===== src/rtl/regfile_cmd_master.sv =====
// Command sequencer for an 8-entry register file: READ/WRITE/COPY respond 2 cycles after accept, CLEAR after NREG.
// Responses are held in RESP until rsp_ready with unbounded backpressure; commands are accepted only in IDLE.
module regfile_cmd_master #(
    parameter int WIDTH = 4,
    parameter int NREG  = 8,
    parameter int AW    = 3
) (
    input  logic             clk,
    input  logic             rst_n,
    input  logic             cmd_valid,
    output logic             cmd_ready,
    input  logic [1:0]       cmd_op,
    input  logic [AW-1:0]    cmd_ra,
    input  logic [AW-1:0]    cmd_rb,
    input  logic [WIDTH-1:0] cmd_wdata,
    output logic             rsp_valid,
    input  logic             rsp_ready,
    output logic [WIDTH-1:0] rsp_data1,
    output logic [WIDTH-1:0] rsp_data2,
    output logic             rsp_err,
    output logic             busy,
    output logic [AW-1:0]    rf_raddr1,
    output logic [AW-1:0]    rf_raddr2,
    input  logic [WIDTH-1:0] rf_rdata1,
    input  logic [WIDTH-1:0] rf_rdata2,
    output logic             rf_we,
    output logic [AW-1:0]    rf_waddr,
    output logic [WIDTH-1:0] rf_wdata
);

    localparam logic [1:0] OP_READ  = 2'b00;
    localparam logic [1:0] OP_WRITE = 2'b01;
    localparam logic [1:0] OP_COPY  = 2'b10;
    localparam logic [1:0] OP_CLEAR = 2'b11;

    typedef enum logic [1:0] {
        IDLE  = 2'b00,
        EXEC  = 2'b01,
        SWEEP = 2'b10,
        RESP  = 2'b11
    } state_t;

    state_t           state_q, state_d;
    logic [1:0]       op_q, op_d;
    logic [AW-1:0]    ra_q, ra_d;
    logic [AW-1:0]    rb_q, rb_d;
    logic [WIDTH-1:0] wdata_q, wdata_d;
    logic [AW-1:0]    cnt_q, cnt_d;
    logic [WIDTH-1:0] rsp1_q, rsp1_d;
    logic [WIDTH-1:0] rsp2_q, rsp2_d;
    logic             err_q, err_d;

    assign cmd_ready = rst_n && (state_q == IDLE);
    assign rsp_valid = (state_q == RESP);
    assign busy      = (state_q != IDLE);
    assign rsp_data1 = rsp1_q;
    assign rsp_data2 = rsp2_q;
    assign rsp_err   = err_q;

    always_comb begin
        state_d   = state_q;
        op_d      = op_q;
        ra_d      = ra_q;
        rb_d      = rb_q;
        wdata_d   = wdata_q;
        cnt_d     = cnt_q;
        rsp1_d    = rsp1_q;
        rsp2_d    = rsp2_q;
        err_d     = err_q;
        rf_we     = 1'b0;
        rf_raddr1 = '0;
        rf_raddr2 = '0;
        rf_waddr  = '0;
        rf_wdata  = '0;
        case (state_q)
            IDLE: begin
                if (cmd_valid) begin
                    op_d    = cmd_op;
                    ra_d    = cmd_ra;
                    rb_d    = cmd_rb;
                    wdata_d = cmd_wdata;
                    if (cmd_op == OP_CLEAR) begin
                        cnt_d   = AW'(1);
                        state_d = SWEEP;
                    end else begin
                        state_d = EXEC;
                    end
                end
            end
            EXEC: begin
                rsp2_d  = '0;
                err_d   = 1'b0;
                state_d = RESP;
                case (op_q)
                    OP_READ: begin
                        rf_raddr1 = ra_q;
                        rf_raddr2 = rb_q;
                        rsp1_d    = rf_rdata1;
                        rsp2_d    = rf_rdata2;
                    end
                    OP_WRITE: begin
                        rf_we    = (ra_q != '0);
                        rf_waddr = ra_q;
                        rf_wdata = wdata_q;
                        rsp1_d   = wdata_q;
                        err_d    = (ra_q == '0);
                    end
                    OP_COPY: begin
                        // Source value flows straight from the async read port into the write port.
                        rf_raddr1 = ra_q;
                        rf_we     = (rb_q != '0);
                        rf_waddr  = rb_q;
                        rf_wdata  = rf_rdata1;
                        rsp1_d    = rf_rdata1;
                        err_d     = (rb_q == '0);
                    end
                    default: begin
                        rsp1_d = '0;
                    end
                endcase
            end
            SWEEP: begin
                rf_we    = 1'b1;
                rf_waddr = cnt_q;
                if (cnt_q == AW'(NREG - 1)) begin
                    rsp1_d  = '0;
                    rsp2_d  = '0;
                    err_d   = 1'b0;
                    state_d = RESP;
                end else begin
                    cnt_d = cnt_q + AW'(1);
                end
            end
            RESP: begin
                if (rsp_ready) begin
                    state_d = IDLE;
                end
            end
            default: begin
                state_d = IDLE;
            end
        endcase
    end

    always_ff @(posedge clk or negedge rst_n) begin
        if (!rst_n) begin
            state_q <= IDLE;
            op_q    <= '0;
            ra_q    <= '0;
            rb_q    <= '0;
            wdata_q <= '0;
            cnt_q   <= '0;
            rsp1_q  <= '0;
            rsp2_q  <= '0;
            err_q   <= 1'b0;
        end else begin
            state_q <= state_d;
            op_q    <= op_d;
            ra_q    <= ra_d;
            rb_q    <= rb_d;
            wdata_q <= wdata_d;
            cnt_q   <= cnt_d;
            rsp1_q  <= rsp1_d;
            rsp2_q  <= rsp2_d;
            err_q   <= err_d;
        end
    end

endmodule


===== config.mk =====
export PLATFORM = sky130hd
export DESIGN_NAME = regfile_cmd_master
export DESIGN_NICKNAME = d
export VERILOG_FILES = /design/src/rtl/regfile_cmd_master.sv
export SDC_FILE = /design/constraint.sdc
export NUM_CORES = 1
export LEC_CHECK = 0
export CORE_UTILIZATION = 45
export DETAILED_ROUTE_END_ITERATION = 7
export GPL_TIMING_DRIVEN = 0
export PLACE_DENSITY_LB_ADDON = 0.12
export SYNTH_ARGS = -nofsm -noshare
export SYNTH_HDL_FRONTEND = slang
export SYNTH_SLANG_ARGS = --single-unit

===== constraint.sdc =====
create_clock -name clk -period 2.65 [get_ports clk]
set_clock_uncertainty 0.2 [all_clocks]
set_input_delay 0.795 -clock clk [delete_from_list [all_inputs] [get_ports clk]]
set_output_delay 0.795 -clock clk [all_outputs]
set_load 0.02 [all_outputs]

==> results of run 1 <==
power by group through the flow:
stage | registers, W | logic [W] | clock network [W]
floorplan | 0.000751 | 0.000991 | 0
global placement | 0.000732 | 0.00148 | 0
detailed placement | 0.000742 | 0.00155 | 0
CTS | 0.000738 | 0.00186 | 0.000286
global route | 0.000778 | 0.00239 | 0.000309
finish | 0.000761 | 0.00224 | 0.000286
synthesized netlist by cell type, drive strengths merged (5+ instances only):
library cell  count
dfrtp            26
buf               8
nor2b             5
mux2             13
a22o              6
inv              13
ha               12
o21ai            10
nand3             5
a21oi             8
nand2            18
final cells by class:
type                    count  share of cell area (%)
multi-input cells         118                    40.9
flip-flops and latches     26                    25.5
plain buffers               7                    2.69
well taps                  46                    2.25
clock inverters             1                    1.17
clock buffers               3                   0.881
repair buffers             68                    24.4
inverters                  13                    2.10
worst register-to-register path: cells and delay by family (launching register included):
family | cells | cell delay [ns]
AO/OA/AOI/OAI | 1 | 0.27
adder cells (fa/ha/maj) | 2 | 0.32
buffers and inverters | 1 | 0.17
flip-flops | 1 | 0.49
multiplexers | 1 | 0.38
AND/OR/NAND/NOR | 1 | 0.07
placed cells by master, fill, tap and decap left out, types with 2 or more instances in the layout:
cell type        count
a22o_1               6
clkbuf_4             3
a31oi_1              4
ha_2                 2
dfrtp_2              2
nand2_1             16
nor2b_1              4
and2_4               3
mux2_2              13
a21oi_2              3
ha_1                 4
and3_1               3
a21oi_1              4
a211o_1              2
o21ai_0             10
a2bb2oi_2            2
buf_6               15
dfrtp_1             24
ha_4                 6
buf_2                5
a22oi_2              2
buf_4               22
dlymetal6s2s_1       2
inv_4                2
or3_1                3
inv_2                3
clkdlybuf4s50_1     29
nand3_1              3
nand3b_1             2
inv_1                8
mux2i_1              2
nand3_2              2
nor3_1               2
metrics by stage:
step	power, W	cells	cell area (um2)	setup slack (ns)
finish	0.00328	282	2560	-0.151
global route	0.00347	282	2560	-0.208
CTS	0.00288	274	2400	-0.0430
detailed placement	0.00229	261	2180	-1.34
global placement	0.00221	261	2180	-1.30
floorplan	0.00174	166	1630	0.233
per-layer routing:
| metal | track usage [%] | up-vias | part of all wire [%] |
|---|---|---|---|
| li1 | - | 733 | - |
| met5 | 0 | - | 0 |
| met2 | 40.8 | 71 | 48 |
| met4 | 12.8 | 0 | 3.0 |
| met3 | 2.94 | 14 | 5.5 |
| met1 | 31.3 | 766 | 43 |
state kept, by name, indices dropped and copies added (netlist names):
register and flops:
cnt_q 3, op_q 2, ra_q 3, rb_q 3
rsp_data1 4, rsp_data2 4, rsp_err 1, state_q 2
wdata_q 4
kinds of logic after synthesis:
| group | count (synthesis) | share of synthesized area, % |
|---|---|---|
| adders and majority gates | 12 | 9.19 |
| and+or+nand+nor | 50 | 17.0 |
| muxes | 15 | 10.2 |
| AOI/OAI and AO/OA | 41 | 17.5 |
| buffers and inverters | 22 | 6.35 |
| DFF | 26 | 39.8 |
path summary, 6_finish.rpt:
kind | depth (start not counted) | start | to
setup reg to reg | 6 | cnt_q[1]$_DFFE_PN0P_ | state_q[1]$_DFFE_PN0P_
hold / removal | 1 | rst_n | rsp_data1[2]$_DFFE_PN0P_
setup / recovery | 6 | op_q[1]$_DFFE_PN0P_ | rf_waddr[0]
hold reg to reg | 1 | rsp_err$_DFFE_PN0P_ | rsp_err$_DFFE_PN0P_
max in group asynchronous | 1 | rst_n | op_q[1]$_DFFE_PN0P_
min in group clk | 1 | rsp_err$_DFFE_PN0P_ | rsp_err$_DFFE_PN0P_
repair_timing:
item | in CTS | in global routing
gates resized for setup | 107 | 34
setup buffers | 10 | 8
pin swaps | 8 | 13
setup endpoints to repair | 16 | 16
gates cloned | 1 | 0
==> reports/qor.yml, run 1 <==
outcome: "finished, violations left"
violations: "setup timing"
p_int_w: 0.00186
holdBufCountCts: 0
setup_viol: 7
cp-start-kind: "flop"
cts-htree-levels: 1
track_usage_pct: 24.5
layout_min_cycle_time_ns: 2.80
synth.cell_area_mm2: 0.00163
crit_path_frequent_cell: "buf_4"
p_switching_w: 0.00142
yosys_warnings: 0
comb_power_share_pct: 68.1
slowest_stage: "dfrtp_2"
arrival_ns: 1.81
grt_pass1_vias: 1522
nets: 273
seq_area_frac_synth_pct: 39.8
cts_tree: "built"
p_seq_share_pct: 23.2
rrSetupSlack_ns: 0.67
final_core_util_pct: 74.9
via_count: 1584
dr.pass1.iters: 4
avgRoutedWirePerCell_um: 18.0
p_leak_nw: 1.16
port_buffers: 49
vias_per_cell: 5.62
finalHoldViolCount: 0
grt_antenna_before_repair: 0
clkSinkCount: 26
antenna_cells: 0
drive_gt1_share_pct: 40.3
max-slew-margin-rel_pct: 67.0
slew_violations: 0
synth.top_cell.area_share_pct: 39.8
routabilityCongestion: 0.824
core_area_mm2: 0.00342
num-fill-cells: 224
worst_slack_ns: -0.151
clk_path_buf_depth: 2
clkTransAtPathRegs_ns: 0.16
regArea_um2: 653
hpwl_um: 3030
overflow: 0
area_growth_pct: 56.5
multi_input_area_mm2: 0.00105
fin_setup_tns_ns: -0.459
whs_ns: 0.140
ios: 50
p_per_area_mw_per_mm2: 1280
dieArea_mm2: 0.00388
crit_chain: "inv_4 -> ha_4 -> buf_4 -> nand3_2 -> a21oi_2 -> buf_4"
fin_crit_sh_pct: 106
crit_path_max_incr_delay_ns: 0.48
irDropWorstVdd_uv: 671
hold_path_class: "in -> async"
fmax_mhz: 357
grt_max_degree: 28
synth_cell_types: 39
path_delay_family: "flip-flops"
ant_nets: 0
die-height_um: 62.3
die_x_um: 62.3
cts_buffers: 3
crit_required_ns: 1.66
initial_core_util_pct: 47.8
p_sw_share_pct: 43.4
synthTopCellsByArea: "dfrtp_1 (40%), ha_1 (9.2%), mux2_2 (9.0%)"
crit_path_max_fanout: 4
synth_edf_count: 0
rows: 21
path_buf_inv: 3
avgSynthCellArea_um2: 9.84
rsz0062_at_grt: "yes"
grt_pass1_wl_um: 7470
synth.ff_latch_count: 26
clockPowerShare_pct: 8.7
yosysTopAreaCell: "dfrtp_1"
synth_fp_nets: 202
synthCells: 166
drc_errors: 0
cap_violations: 0
clock_latency_ns: 0.34
async_flop_share_pct: 100
cts_root_buffer: "clkbuf_4"
synth_flop_cell: "dfrtp_1"
routed_wl_um: 5070
worst_slew_pin_slew_ns: 0.491
drtIter0Drc: 97
cp-end-kind: "output pin"
worstSetupPathType: "reg -> out"
No activity file was read; power rests on OpenSTA's default activity.
==> run 2: changes to the inputs <==
- CAP_MARGIN: default -> 20
- CORE_UTILIZATION: 45 -> 42
- clock period: 2.65 -> 2.5 ns (I/O delays scaled with it)
==> reports/qor.yml, run 2 (synthesis results as in run 1) <==
outcome: "finished, violations left"  # unchanged
violations: "setup timing"  # unchanged
irDropWorstVdd_uv: 602  # was 671 uV
grt_max_degree: 21  # was 28
cts_buffers: 3  # unchanged
path_delay_family: "flip-flops"  # unchanged
placed_cell_area_mm2: 0.00221  # was 0.00218 mm2
cts_tree: "built"  # unchanged
routabilityCongestion: 0.752  # was 0.824
dr.pass1.iters: 4  # unchanged
finalHoldViolCount: 0  # unchanged
whs_ns: 0.229  # was 0.140 ns
num-fill-cells: 288  # was 224
track_usage_pct: 22.5  # was 24.5%
max-slew-margin-rel_pct: 72.5  # was 67.0%
p_per_area_mw_per_mm2: 1310  # was 1280 mW/mm2
dieArea_mm2: 0.00414  # was 0.00388 mm2
worstSetupPathType: "reg -> out"  # unchanged
drive_gt1_share_pct: 37.9  # was 40.3%
worst_slew_pin_slew_ns: 0.401  # was 0.491 ns
fin_area_mm2: 0.00253  # was 0.00256 mm2
crit_chain: "inv_2 -> ha_4 -> nand3_1 -> nand2b_4 -> a21oi_2 -> buf_4"  # was inv_4 -> ha_4 -> buf_4 -> nand3_2 -> a21oi_2 -> buf_4
area_growth_pct: 54.8  # was 56.5%
vias_per_cell: 5.48  # was 5.62
fin_setup_tns_ns: -0.570  # was -0.459 ns
drc_errors: 0  # unchanged
die_x_um: 64.4  # was 62.3 um
p_leak_nw: 1.14  # was 1.16 nW
cts_root_buffer: "clkbuf_8"  # was clkbuf_4
clkSinkCount: 26  # unchanged
worst_slack_ns: -0.105  # was -0.151 ns
holdBufCountCts: 0  # unchanged
ios: 50  # unchanged
grt_pass1_wl_um: 7130  # was 7470 um
worst-path-stages: 6  # unchanged
reg2reg_depth: 6  # unchanged
cp-start-kind: "flop"  # unchanged
rows: 22  # was 21
initial_core_util_pct: 44.3  # was 47.8%
die-height_um: 64.4  # was 62.3 um
cp-end-kind: "output pin"  # unchanged
path_buf_inv: 2  # was 3
routed_wl_um: 4490  # was 5070 um
via_count: 1534  # was 1,584
overflow: 0  # unchanged
placed_cells: 264  # was 261
antenna_cells: 0  # unchanged
cts-htree-levels: 1  # unchanged
grt_pass1_vias: 1501  # was 1,522
hpwl_um: 3040  # was 3030 um
grt_antenna_before_repair: 0  # unchanged
setup_viol: 11  # was 7
ant_nets: 0  # unchanged
arrival_ns: 1.65  # was 1.81 ns
drtIter0Drc: 78  # was 97
layout_min_cycle_time_ns: 2.60
mostFrequentLayoutCell: "clkdlybuf4s50_1"  # unchanged
nets: 269  # was 273
place_ws_ns: -0.793  # was -1.34 ns
fmax_mhz: 384
slowest_stage: "dfrtp_1"  # was dfrtp_2
slew_violations: 0  # unchanged
crit_path_max_incr_delay_ns: 0.40  # was 0.48 ns
rsz0062_at_grt: "yes"  # unchanged
clk_path_buf_depth: 2  # unchanged
fin_crit_sh_pct: 104
avgRoutedWirePerCell_um: 16.0  # was 18.0 um
clock_latency_ns: 0.27  # was 0.34 ns
cap_violations: 0  # unchanged
final_cell_mix: "clkdlybuf4s50_1 (27), dfrtp_1 (24), buf_4 (23), nand2_1 (16), mux2_2 (13)"  # was clkdlybuf4s50_1 (29), dfrtp_1 (24), buf_4 (22), nand2_1 (16), buf_6 (15)
clkTransAtPathRegs_ns: 0.09  # was 0.16 ns
core_area_mm2: 0.00369  # was 0.00342 mm2
crit_required_ns: 1.55  # was 1.66 ns
port_buffers: 49  # unchanged
hold_path_class: "in -> async"  # unchanged
crit_path_max_fanout: 4  # unchanged
final_cells: 280  # was 282
run 2: power breakdown:
group          internal, W  total, W  switching, W
clock             0.000214  0.000354      0.000140
combinational      0.00110   0.00217       0.00107
sequential        0.000615  0.000792      0.000177
run 2: final timing paths:
path,from,end,slack [ns]
setup / recovery,op_q[1]$_DFFE_PN0P_,rf_we,-0.10
hold reg to reg,rsp_data1[1]$_DFFE_PN0P_,rsp_data1[1]$_DFFE_PN0P_,0.32
hold / removal,rst_n,cnt_q[2]$_DFFE_PN0P_,0.23
max in group asynchronous,rst_n,op_q[0]$_DFFE_PN0P_,1.47
min in group clk,rsp_data1[1]$_DFFE_PN0P_,rsp_data1[1]$_DFFE_PN0P_,0.32
setup reg to reg,cnt_q[0]$_DFFE_PN0P_,state_q[1]$_DFFE_PN0P_,0.58
run 2: metrics by stage:
step	total power [W]	utilization, %
after floorplan	0.00185	-
after global placement	0.00236	59.2
after detailed placement	0.00243	60.0
after CTS	0.00310	66.0
after global routing	0.00351	68.6
final	0.00332	68.6
run 2: cell type report:
type | instances | area (um2) | share of cell area, %
plain buffers | 6 | 57.6 | 2.27
clock buffers | 3 | 41.3 | 1.63
clock inverters | 1 | 30.0 | 1.19
inverters | 13 | 51.3 | 2.03
multi-input cells | 118 | 1010 | 40.1
flip-flops and latches | 26 | 653 | 25.8
well taps | 48 | 60.1 | 2.37
repair buffers | 65 | 622 | 24.6
run 2: layer usage:
| layer | track usage, % | vias to the layer above | routed length [um] |
|---|---|---|---|
| li1 | - | 718 | - |
| met1 | 29.4 | 772 | 2020 |
| met2 | 38.0 | 38 | 2250 |
| met3 | 3.93 | 6 | 154 |
| met4 | 6.11 | 0 | 63 |
| met5 | 0 | - | 0 |
run 2: repair_timing:
item	CTS	global route
endpoints found under the setup margin	16	16
setup buffers	11	3
gates cloned	1	0
pin swaps	7	4
gates resized for setup	113	23
